===== config.mk =====
export PLATFORM = sky130hd
export DESIGN_NAME = uncached_write_buffer_flat
export DESIGN_NICKNAME = d
export VERILOG_FILES = /design/src/rtl/uncached_write_buffer_if.sv /design/src/rtl/uncached_write_buffer.sv /design/src/flat_wrapper.sv
export SDC_FILE = /design/constraint.sdc
export NUM_CORES = 1
export LEC_CHECK = 0
export BUFFER_PORTS_ARGS = -buffer_cell sky130_fd_sc_hd__buf_2
export CORE_UTILIZATION = 45
export CTS_CLUSTER_SIZE = 10
export DETAILED_ROUTE_END_ITERATION = 6
export SYNTH_ARGS = -nofsm -noshare
export SYNTH_HDL_FRONTEND = slang
export SYNTH_SLANG_ARGS = --single-unit

===== constraint.sdc =====
create_clock -name clock -period 16 [get_ports clock]
set_input_delay 0.8 -clock clock [delete_from_list [all_inputs] [get_ports clock]]
set_output_delay 0.8 -clock clock [all_outputs]
set_load 0.02 [all_outputs]

===== src/rtl/uncached_write_buffer_if.sv =====
// uncached_write_buffer_if: store push, load conflict check, sync stall and single-beat write bus of the posted-write buffer
interface uncached_write_buffer_if #(
  parameter int CNT_W = 3
);
  logic             pushValid;
  logic [31:0]      pushAddress;
  logic [31:0]      pushData;
  logic [3:0]       pushByteEnables;
  logic             full;
  logic             empty;
  logic [CNT_W-1:0] fillLevel;
  logic [31:0]      checkAddress;
  logic             addressConflict;
  logic             memorySync;
  logic             syncStall;
  logic             requestBus;
  logic             busAccessGranted;
  logic             beginTransactionOut;
  logic [31:0]      addressDataOut;
  logic             endTransactionOut;
  logic [3:0]       byteEnablesOut;
  logic             readNotWriteOut;
  logic             dataValidOut;
  logic [7:0]       burstSizeOut;
  logic             busyIn;
  logic             busErrorIn;
  logic             writeError;
  logic [31:0]      errorAddress;
  modport slave (
    input  pushValid, pushAddress, pushData, pushByteEnables, checkAddress, memorySync,
           busAccessGranted, busyIn, busErrorIn,
    output full, empty, fillLevel, addressConflict, syncStall, requestBus, beginTransactionOut,
           addressDataOut, endTransactionOut, byteEnablesOut, readNotWriteOut, dataValidOut,
           burstSizeOut, writeError, errorAddress
  );
  modport master (
    output pushValid, pushAddress, pushData, pushByteEnables, checkAddress, memorySync,
           busAccessGranted, busyIn, busErrorIn,
    input  full, empty, fillLevel, addressConflict, syncStall, requestBus, beginTransactionOut,
           addressDataOut, endTransactionOut, byteEnablesOut, readNotWriteOut, dataValidOut,
           burstSizeOut, writeError, errorAddress
  );
endinterface


===== src/rtl/uncached_write_buffer.sv =====
// uncached_write_buffer: DEPTH-entry posted-write FIFO draining as single-beat bus writes, with load alias check and sync stall
module uncached_write_buffer #(
  parameter int DEPTH = 4,
  parameter int CNT_W = $clog2(DEPTH) + 1
) (
  input logic                    clock,
  input logic                    reset,
  uncached_write_buffer_if.slave wb
);
  localparam int PTR_W = $clog2(DEPTH);
  localparam logic [1:0] S_IDLE  = 2'd0;
  localparam logic [1:0] S_BEGIN = 2'd1;
  localparam logic [1:0] S_DATA  = 2'd2;
  localparam logic [1:0] S_END   = 2'd3;
  logic [1:0]       state_q, state_d;
  logic [PTR_W-1:0] head_q, head_d, tail_q, tail_d;
  logic [CNT_W-1:0] count_q, count_d;
  logic [31:0]      addr_q [DEPTH];
  logic [31:0]      addr_d [DEPTH];
  logic [31:0]      data_q [DEPTH];
  logic [31:0]      data_d [DEPTH];
  logic [3:0]       be_q [DEPTH];
  logic [3:0]       be_d [DEPTH];
  logic             err_q, err_d;
  logic [31:0]      err_addr_q, err_addr_d;
  logic             push, pop, bus_err, conflict;
  logic             unused_check;
  assign push    = wb.pushValid & ~wb.full;
  assign pop     = state_q == S_END;
  assign bus_err = wb.busErrorIn & (state_q == S_BEGIN | state_q == S_DATA);
  assign unused_check = ^wb.checkAddress[1:0];
  always_comb begin
    state_d = bus_err ? S_END
            : state_q == S_IDLE  ? ((wb.requestBus & wb.busAccessGranted) ? S_BEGIN : S_IDLE)
            : state_q == S_BEGIN ? S_DATA
            : state_q == S_DATA  ? (wb.busyIn ? S_DATA : S_END)
            : S_IDLE;
    addr_d = addr_q;
    data_d = data_q;
    be_d   = be_q;
    if (push) begin
      addr_d[tail_q] = wb.pushAddress;
      data_d[tail_q] = wb.pushData;
      be_d[tail_q]   = wb.pushByteEnables;
    end
    head_d     = head_q + PTR_W'(pop);
    tail_d     = tail_q + PTR_W'(push);
    count_d    = count_q + CNT_W'(push) - CNT_W'(pop);
    err_d      = bus_err;
    err_addr_d = bus_err ? addr_q[head_q] : err_addr_q;
  end
  // Only the count-wide window starting at head is live; the head stays in it until its END pop.
  always_comb begin
    conflict = 1'b0;
    for (int i = 0; i < DEPTH; i++)
      if (CNT_W'(i) < count_q && addr_q[head_q + PTR_W'(i)][31:2] == wb.checkAddress[31:2])
        conflict = 1'b1;
  end
  always_ff @(posedge clock) begin
    if (reset) begin
      state_q    <= S_IDLE;
      head_q     <= '0;
      tail_q     <= '0;
      count_q    <= '0;
      err_q      <= 1'b0;
      err_addr_q <= '0;
    end else begin
      state_q    <= state_d;
      head_q     <= head_d;
      tail_q     <= tail_d;
      count_q    <= count_d;
      err_q      <= err_d;
      err_addr_q <= err_addr_d;
    end
  end
  always_ff @(posedge clock) begin
    addr_q <= addr_d;
    data_q <= data_d;
    be_q   <= be_d;
  end
  assign wb.full                = count_q == CNT_W'(DEPTH);
  assign wb.empty               = count_q == '0;
  assign wb.fillLevel           = count_q;
  assign wb.addressConflict     = conflict;
  assign wb.syncStall           = wb.memorySync & ~wb.empty;
  assign wb.requestBus          = state_q == S_IDLE & ~wb.empty;
  assign wb.beginTransactionOut = state_q == S_BEGIN;
  assign wb.dataValidOut        = state_q == S_DATA;
  assign wb.endTransactionOut   = state_q == S_END;
  assign wb.addressDataOut      = state_q == S_BEGIN ? {addr_q[head_q][31:2], 2'b00}
                                : state_q == S_DATA  ? data_q[head_q] : '0;
  assign wb.byteEnablesOut      = state_q == S_BEGIN ? be_q[head_q] : '0;
  assign wb.readNotWriteOut     = 1'b0;
  assign wb.burstSizeOut        = '0;
  assign wb.writeError          = err_q;
  assign wb.errorAddress        = err_addr_q;
endmodule


===== src/flat_wrapper.sv =====
// flat-port wrapper written by rule: the top's interface ports become plain ports
module uncached_write_buffer_flat 
#(
  parameter int DEPTH = 4,
  parameter int CNT_W = $clog2(DEPTH) + 1
)
  (clock, reset, wb_pushValid, wb_pushAddress, wb_pushData, wb_pushByteEnables, wb_checkAddress, wb_memorySync, wb_busAccessGranted, wb_busyIn, wb_busErrorIn, wb_full, wb_empty, wb_fillLevel, wb_addressConflict, wb_syncStall, wb_requestBus, wb_beginTransactionOut, wb_addressDataOut, wb_endTransactionOut, wb_byteEnablesOut, wb_readNotWriteOut, wb_dataValidOut, wb_burstSizeOut, wb_writeError, wb_errorAddress);
  uncached_write_buffer_if #(.CNT_W(CNT_W)) wb_i ();
  input logic clock;
  input logic reset;
  input wire logic [$bits(wb_i.pushValid)-1:0] wb_pushValid;
  input wire logic [$bits(wb_i.pushAddress)-1:0] wb_pushAddress;
  input wire logic [$bits(wb_i.pushData)-1:0] wb_pushData;
  input wire logic [$bits(wb_i.pushByteEnables)-1:0] wb_pushByteEnables;
  input wire logic [$bits(wb_i.checkAddress)-1:0] wb_checkAddress;
  input wire logic [$bits(wb_i.memorySync)-1:0] wb_memorySync;
  input wire logic [$bits(wb_i.busAccessGranted)-1:0] wb_busAccessGranted;
  input wire logic [$bits(wb_i.busyIn)-1:0] wb_busyIn;
  input wire logic [$bits(wb_i.busErrorIn)-1:0] wb_busErrorIn;
  output wire logic [$bits(wb_i.full)-1:0] wb_full;
  output wire logic [$bits(wb_i.empty)-1:0] wb_empty;
  output wire logic [$bits(wb_i.fillLevel)-1:0] wb_fillLevel;
  output wire logic [$bits(wb_i.addressConflict)-1:0] wb_addressConflict;
  output wire logic [$bits(wb_i.syncStall)-1:0] wb_syncStall;
  output wire logic [$bits(wb_i.requestBus)-1:0] wb_requestBus;
  output wire logic [$bits(wb_i.beginTransactionOut)-1:0] wb_beginTransactionOut;
  output wire logic [$bits(wb_i.addressDataOut)-1:0] wb_addressDataOut;
  output wire logic [$bits(wb_i.endTransactionOut)-1:0] wb_endTransactionOut;
  output wire logic [$bits(wb_i.byteEnablesOut)-1:0] wb_byteEnablesOut;
  output wire logic [$bits(wb_i.readNotWriteOut)-1:0] wb_readNotWriteOut;
  output wire logic [$bits(wb_i.dataValidOut)-1:0] wb_dataValidOut;
  output wire logic [$bits(wb_i.burstSizeOut)-1:0] wb_burstSizeOut;
  output wire logic [$bits(wb_i.writeError)-1:0] wb_writeError;
  output wire logic [$bits(wb_i.errorAddress)-1:0] wb_errorAddress;
  assign wb_i.pushValid = wb_pushValid;
  assign wb_i.pushAddress = wb_pushAddress;
  assign wb_i.pushData = wb_pushData;
  assign wb_i.pushByteEnables = wb_pushByteEnables;
  assign wb_i.checkAddress = wb_checkAddress;
  assign wb_i.memorySync = wb_memorySync;
  assign wb_i.busAccessGranted = wb_busAccessGranted;
  assign wb_i.busyIn = wb_busyIn;
  assign wb_i.busErrorIn = wb_busErrorIn;
  assign wb_full = wb_i.full;
  assign wb_empty = wb_i.empty;
  assign wb_fillLevel = wb_i.fillLevel;
  assign wb_addressConflict = wb_i.addressConflict;
  assign wb_syncStall = wb_i.syncStall;
  assign wb_requestBus = wb_i.requestBus;
  assign wb_beginTransactionOut = wb_i.beginTransactionOut;
  assign wb_addressDataOut = wb_i.addressDataOut;
  assign wb_endTransactionOut = wb_i.endTransactionOut;
  assign wb_byteEnablesOut = wb_i.byteEnablesOut;
  assign wb_readNotWriteOut = wb_i.readNotWriteOut;
  assign wb_dataValidOut = wb_i.dataValidOut;
  assign wb_burstSizeOut = wb_i.burstSizeOut;
  assign wb_writeError = wb_i.writeError;
  assign wb_errorAddress = wb_i.errorAddress;
  uncached_write_buffer #(.DEPTH(DEPTH), .CNT_W(CNT_W)) u_core (.clock(clock), .reset(reset), .wb(wb_i));
endmodule

Word level (Yosys, flattened, before mapping). Index checks and enable logic that the tools add are counted.

Equality and inequality tests: 8. Reduce and logical (&&, ||, !) cells: 7. Add/sub/neg operators: 7. Multiplexer cells: 38. Bitwise operators: 13. $lt $le $gt $ge: 10.

Operators by type and width (number): $mux W32 (13); $bmux W32 S2 (5); $bwmux W128 (2); $eq A30 B30 Y1 (4); $demux W32 S2 (1); $bwmux W16 (1); $mux W4 (4); $ge A3 B3 Y1 const B (5); $not A2 Y3 (5); $bmux W4 S2 (1); $demux W4 S2 (1); $mux W2 (4); $lt A1 B3 Y1 const A (2); $lt A2 B3 Y1 const A (2); $mux W1 (6); $and A1 B1 Y1 (5); $logic_and A1 B1 Y1 (5); $add A2 B1 Y2 (2); $add A2 B2 Y2 const B (2); $eq A2 B2 Y1 const B (2); $add A3 B1 Y3 (1); $eq A3 B3 Y1 const B (1); $logic_not A3 Y1 (1); $lt A3 B1 Y1 const B (1); other kinds (6) (7).

Logic and storage cells: 101. Output and inout bits: 89. Input bits: 107. Bits in registers: 314.

Longest topological paths before layout.
Depth after elaboration: 10. Gate-level depth with buffers: 11. Mapped depth without buffers: 8.

Worst setup path after synthesis. No wires, ideal clock.

Path kind: input-to-reg. From: input port wb_pushValid. To: register u_core.addr_q[100] (netlist name), enable pin. Arrival time: 6077 ps. Setup slack: 9332 ps. Stages: 2. Required time: 15409 ps. Cell sequence: nor2b_1 nor3b_1.

Longest elaborated chain between the ends: 1.

Ends and longest elaborated chain: start: declaration (line flat_wrapper.sv:11) `input wire logic [$bits(wb_i.pushValid)-1:0] wb_pushValid;`; $and A1 B1 Y1 (line uncached_write_buffer.sv:28) `assign push = wb.pushValid & ~wb.full;`; end signal: assignment (line uncached_write_buffer.sv:77) `addr_q <= addr_d;`; end: declaration (line uncached_write_buffer.sv:18) `logic [31:0] addr_q [DEPTH];`.

Every way passes these cells. A chain may end at the register's enable or synchronous reset.

Worst setup path in the final report.
From: register u_core.head_q[1]. To: output port wb_addressConflict.

Longest elaborated chain between the ends: 10. Elaborated cells on any way between the ends: 31.

Ends and longest elaborated chain: start: declaration (line uncached_write_buffer.sv:16) `logic [PTR_W-1:0] head_q, head_d, tail_q, tail_d;`; start signal: assignment (line uncached_write_buffer.sv:62) `head_q <= '0;`; start signal: assignment (line uncached_write_buffer.sv:69) `head_q <= head_d;`; $add A2 B1 Y2 / $not A2 Y3 (equally long branches) (line uncached_write_buffer.sv:56) `if (CNT_W'(i) < count_q && addr_q[head_q + PTR_W'(i)][31:2] == wb.checkAddress[31:2])`; $not A2 Y3 (not written as such) / $bmux W32 S2 (equally long branches) (line uncached_write_buffer.sv:56); $bmux W32 S2 / $mux W32 (equally long branches) (line uncached_write_buffer.sv:56); $mux W32 (not written as such) (line uncached_write_buffer.sv:56); $mux W32 (not written as such) / $eq A30 B30 Y1 (equally long branches) (line uncached_write_buffer.sv:56); $eq A30 B30 Y1 / $logic_and A1 B1 Y1 (equally long branches) (line uncached_write_buffer.sv:56); $logic_and A1 B1 Y1 / $mux W1 (equally long branches) (line uncached_write_buffer.sv:56); $mux W1 (2 in series) (line uncached_write_buffer.sv:56); $mux W1 (*) (line uncached_write_buffer.sv:56); end: declaration (line flat_wrapper.sv:23) `output wire logic [$bits(wb_i.addressConflict)-1:0] wb_addressConflict;`.

Mark *: on every way between the ends. The rest lies on a longest branch, timed or not. The select of a mux whose other input is x is not followed.

==> impl_results.html <==
<table>
<tr><th>Metric</th><th>Value</th></tr>
<tr><th colspan="2">Logic synthesis</th></tr>
<tr><td>Netlist area before placement</td><td>around 0.016 sq mm</td></tr>
<tr><td>Top post-synthesis cells by area</td><td>sky130_fd_sc_hd__edfxtp_1 53%, sky130_fd_sc_hd__mux4_2 9.9%, sky130_fd_sc_hd__mux2i_1 8.2%</td></tr>
<tr><td>Post-synthesis share of cell area spent on xor and xnor gates</td><td>5.300%</td></tr>
<tr><td>Multiplexer share of the synthesized area</td><td>about a fifth</td></tr>
<tr><td>Area share of the largest cell type after synthesis</td><td>52.58%</td></tr>
<tr><td>Most area-hungry cell type in the Yosys netlist</td><td>sky130_fd_sc_hd__edfxtp_1</td></tr>
<tr><td>Share of flip-flops with an asynchronous set or reset after synthesis</td><td>0%</td></tr>
<tr><td>Number of synthesized register bits</td><td>around 310</td></tr>
<tr><td>Main combinational cell family by area after synthesis</td><td>multiplexers</td></tr>
<tr><td>Number of enable flip-flop cells after synthesis</td><td>between 200 and 300</td></tr>
<tr><td>Simple-gate area share of the yosys netlist</td><td>under 10%</td></tr>
<tr><td>Mean instance size in the synthesized netlist</td><td>around 14 sq um</td></tr>
<tr><td>Count of mapped cells out of synthesis</td><td>around 1100</td></tr>
<tr><td>Share of synthesized area occupied by flip-flops and latches</td><td>between 50 and 60%</td></tr>
<tr><td>Distinct cell type count of the synthesized netlist</td><td>56</td></tr>
<tr><td>Count of warnings emitted by yosys</td><td>0</td></tr>
<tr><td>Complex-gate fraction of the synthesized area</td><td>just over 7%</td></tr>
<tr><td>Top FF cell, synth</td><td>sky130_fd_sc_hd__edfxtp_1</td></tr>
<tr><td>Area share of fa/ha/maj cells after synthesis</td><td>less than 1%</td></tr>
<tr><th colspan="2">Final layout</th></tr>
<tr><td>Flip-flop and latch area</td><td>0.009016 sq mm</td></tr>
<tr><td>Layout Area Growth over Synthesis</td><td>14.75%</td></tr>
<tr><td>Fill cell instance count of the final layout</td><td>2881</td></tr>
<tr><td>Non-filler cells in the finished layout</td><td>1722</td></tr>
<tr><td>Number of nets at the end of the flow</td><td>approximately 1400</td></tr>
<tr><td>Commonest cells after routing, fill and taps aside</td><td>272 x sky130_fd_sc_hd__edfxtp_1, 184 x sky130_fd_sc_hd__buf_2, 128 x sky130_fd_sc_hd__mux2i_1</td></tr>
<tr><td>Footprint of the multi-input gates</td><td>about 0.0060 sq mm</td></tr>
<tr><td>Proportion of layout cells with a drive suffix above 1</td><td>~26%</td></tr>
<tr><td>Most common cell after layout, fill and taps aside</td><td>sky130_fd_sc_hd__edfxtp_1</td></tr>
<tr><th colspan="2">Clock network</th></tr>
<tr><td>Library cell used as clock root buffer</td><td>sky130_fd_sc_hd__clkbuf_16</td></tr>
<tr><td>CTS Buf Count</td><td>38</td></tr>
<tr><td>Largest buffer count on any clock path</td><td>3</td></tr>
<tr><td>Clock tree from TritonCTS</td><td>built</td></tr>
<tr><td>Clock tree sinks</td><td>between 300 and 400</td></tr>
<tr><td>Post-CTS repair timing setup buffer count</td><td>0</td></tr>
<tr><td>Hold buffer count at CTS</td><td>0</td></tr>
<tr><td>Clk Latency, worst-skew pair</td><td>around 530 ps</td></tr>
<tr><td>Quantity of gates resized following cts</td><td>0</td></tr>
<tr><td>Clock-pin slew on the worst setup and hold paths</td><td>approximately 50 ps</td></tr>
<tr><td>Clock H-tree levels</td><td>2</td></tr>
<tr><th colspan="2">Floorplanning</th></tr>
<tr><td>Row Count</td><td>67</td></tr>
<tr><td>Top-level I/O count</td><td>between 150 and 200</td></tr>
<tr><td>Die Footprint</td><td>0.03527 sq mm</td></tr>
<tr><td>Effective utilization at floorplan</td><td>around 46%</td></tr>
<tr><td>Chip height</td><td>~190 um</td></tr>
<tr><td>Die width</td><td>187.8 um</td></tr>
<tr><td>Core Box Area</td><td>approximately 0.034 sq mm</td></tr>
<tr><th colspan="2">Critical path</th></tr>
<tr><td>Kind of critical path</td><td>register to output pin</td></tr>
<tr><td>Data arrival time at the worst-slack endpoint</td><td>roughly 4700 ps</td></tr>
<tr><td>Worst-case register-to-register setup slack</td><td>12820 ps</td></tr>
<tr><td>Max Fanout on Critical Path</td><td>between 60 and 70</td></tr>
<tr><td>Critical path capture point type</td><td>output pin</td></tr>
<tr><td>Critical path startpoint category</td><td>register</td></tr>
<tr><td>CP required</td><td>~15000 ps</td></tr>
<tr><th colspan="2">Timing</th></tr>
<tr><td>Crit path time final</td><td>roughly 5500 ps</td></tr>
<tr><td>Count of endpoints failing setup in the final report</td><td>0</td></tr>
<tr><td>Post-route clock skew</td><td>roughly 15 ps</td></tr>
<tr><td>Fin Setup TNS</td><td>0 ps</td></tr>
<tr><td>RSZ-0062 raised after global routing</td><td>false</td></tr>
<tr><td>Pin slew with the least headroom to its limit</td><td>around 1000 ps</td></tr>
<tr><td>Max-slew headroom</td><td>31.99%</td></tr>
<tr><td>Fin. max-slew vios</td><td>0</td></tr>
<tr><td>Number of endpoints with negative hold slack in the final report</td><td>0</td></tr>
<tr><td>Peak clock frequency supported by timing</td><td>182.6 MHz</td></tr>
<tr><td>Crit share post-route</td><td>34.23%</td></tr>
<tr><th colspan="2">Status</th></tr>
<tr><td>Outcome</td><td>complete, no violations</td></tr>
<tr><th colspan="2">Hold path</th></tr>
<tr><td>Class of the tightest hold or removal check</td><td>register to register</td></tr>
<tr><th colspan="2">Route</th></tr>
<tr><td>Detailed-router iteration count before antenna repair</td><td>6</td></tr>
<tr><td>Vias post-DR</td><td>approximately 9900</td></tr>
<tr><td>Wire length per cell after detailed routing</td><td>24.89 um</td></tr>
<tr><td>Starting DRC count in detailed routing</td><td>approximately 850</td></tr>
<tr><td>Total routed wirelength</td><td>about 43 mm</td></tr>
<tr><td>Vias per std cell</td><td>just under 6</td></tr>
<tr><td>Number of nets with antenna violations after routing</td><td>0</td></tr>
<tr><td>DRC Markers</td><td>0</td></tr>
<tr><th colspan="2">Power</th></tr>
<tr><td>Worst IR Drop VDD</td><td>roughly 86 uV</td></tr>
<tr><td>Lkg Pwr</td><td>0.006164 uW</td></tr>
<tr><td>Power per unit of standard cell area</td><td>around 140 mW/mm^2</td></tr>
<tr><th colspan="2">Place</th></tr>
<tr><td>Total half-perimeter wirelength after legalization and detailed placement</td><td>~30 mm</td></tr>
<tr><td>Number of buffer cells added on primary ports</td><td>between 150 and 200</td></tr>
<tr><td># placed instances</td><td>1652</td></tr>
<tr><td>Final Wtd Congestion</td><td>a little under 1</td></tr>
<tr><th colspan="2">Global route</th></tr>
<tr><td>Combined global-route utilization of all metal layers</td><td>between 20% and 30%</td></tr>
<tr><td>Via count of the first global-routing pass</td><td>roughly 10000</td></tr>
<tr><td>First-pass GRT wire length</td><td>~63 mm</td></tr>
<tr><td>Pin count of the biggest net entering global routing</td><td>between 100 and 150</td></tr>
<tr><td>GR Overflow Total</td><td>0</td></tr>
<tr><td>Initial antenna violation count</td><td>12</td></tr>
<tr><th colspan="2">Flow run</th></tr>
<tr><td>Maxcap violations</td><td>0</td></tr>
</table>
-- report_power, final --
part | internal, uW | total, uW | switching [uW]
Combinational | 233 | 682 | 449
Sequential | 1000 | 1050 | 45.7
Clock | 466 | 781 | 315
Total | 1700 | 2510 | 810
-- metrics by stage --
stage	utilization [%]	instance area [sq um]	worst slack [ps]	hold slack (ps)	total power, uW
after global routing	52.71	17810	10460	469.9	2614
after floorplan	-	15560	9332	534.5	1503
final	52.76	17830	10520	451.5	2510
after global placement	49.41	16690	11130	440.0	1742
after detailed placement	49.41	16690	11140	446.4	1750
after CTS	52.71	17810	10580	453.9	2534
-- cell type report --
type                       count  area share, %
inverter                      13         0.2737
tap                          448          3.145
antenna                        7        0.09827
sequential                   314          50.58
timing repair buffer         198          5.826
multi-input combinational    679          33.82
clock inverter                 6         0.4001
clock buffer                  57          5.854
-- flip-flops by register name, summed over array words and instances (netlist names) --
signal / cells
u_core.addr_q: 128
u_core.head_q: 2
u_core.wb.writeError: 1
u_core.be_q: 16
u_core.state_q: 2
u_core.wb.errorAddress: 32
u_core.tail_q: 2
u_core.wb.fillLevel: 3
u_core.data_q: 128
-- cell usage after synthesis, types with 5 or more instances --
| master | n |
|---|---|
| sky130_fd_sc_hd__o211ai_1 | 5 |
| sky130_fd_sc_hd__inv_1 | 13 |
| sky130_fd_sc_hd__buf_4 | 21 |
| sky130_fd_sc_hd__o22ai_1 | 17 |
| sky130_fd_sc_hd__nand2_1 | 89 |
| sky130_fd_sc_hd__edfxtp_1 | 272 |
| sky130_fd_sc_hd__mux2i_1 | 128 |
| sky130_fd_sc_hd__a22o_1 | 34 |
| sky130_fd_sc_hd__mux4_2 | 68 |
| sky130_fd_sc_hd__nand4_1 | 15 |
| sky130_fd_sc_hd__xnor2_1 | 45 |
| sky130_fd_sc_hd__ha_1 | 10 |
| sky130_fd_sc_hd__a21oi_1 | 52 |
| sky130_fd_sc_hd__nor2b_1 | 13 |
| sky130_fd_sc_hd__dfxtp_1 | 42 |
| sky130_fd_sc_hd__clkbuf_1 | 37 |
| sky130_fd_sc_hd__buf_6 | 9 |
| sky130_fd_sc_hd__xor2_1 | 49 |
| sky130_fd_sc_hd__nor3_1 | 11 |
| sky130_fd_sc_hd__nor2_1 | 28 |
| sky130_fd_sc_hd__o21ai_0 | 12 |
| sky130_fd_sc_hd__mux2_2 | 5 |
| sky130_fd_sc_hd__nor4_1 | 14 |
| sky130_fd_sc_hd__buf_2 | 17 |
| sky130_fd_sc_hd__a22oi_1 | 7 |
| sky130_fd_sc_hd__buf_1 | 6 |
| sky130_fd_sc_hd__and2_1 | 11 |
-- metal layers --
| layer | global-route usage, % | vias to the layer above | routed length (um) |
|---|---|---|---|
| met5 | 0 | - | 62 |
| met4 | 8.193 | 10 | 1362 |
| li1 | - | 4529 | - |
| met1 | 32.36 | 4967 | 18420 |
| met2 | 39.20 | 346 | 20090 |
| met3 | 5.521 | 81 | 2939 |
-- kinds of logic after synthesis --
family                     Yosys count
AOI/OAI and AO/OA                  164
xor gates and xnor gates            94
adders and majority gates           11
buffers and inverters              103
DFF                                314
muxes                              206
other                                1
and+or+nand+nor                    195
-- critical path, stage by stage (launching register included) --
cell and delay [ps]:
sky130_fd_sc_hd__dfxtp_4 750, sky130_fd_sc_hd__buf_4 870, sky130_fd_sc_hd__mux2i_1 500, sky130_fd_sc_hd__mux2i_1 280, sky130_fd_sc_hd__xor2_1 210, sky130_fd_sc_hd__nor4_1 610
sky130_fd_sc_hd__nand4_1 170, sky130_fd_sc_hd__or3_1 370, sky130_fd_sc_hd__nand4_1 140, sky130_fd_sc_hd__buf_2 190
-- worst paths after layout --
kind | depth (start not counted) | startpoint | to
setup / recovery | 9 | u_core.head_q[1]$_SDFF_PP0_ | wb_addressConflict
hold / removal | 2 | u_core.wb.errorAddress[4]$_SDFFE_PP0P_ | u_core.wb.errorAddress[4]$_SDFFE_PP0P_
setup reg to reg | 5 | u_core.head_q[1]$_SDFF_PP0_ | u_core.wb.errorAddress[23]$_SDFFE_PP0P_
hold reg to reg | 2 | u_core.wb.errorAddress[4]$_SDFFE_PP0P_ | u_core.wb.errorAddress[4]$_SDFFE_PP0P_
Power figures use the tool's default switching activity.
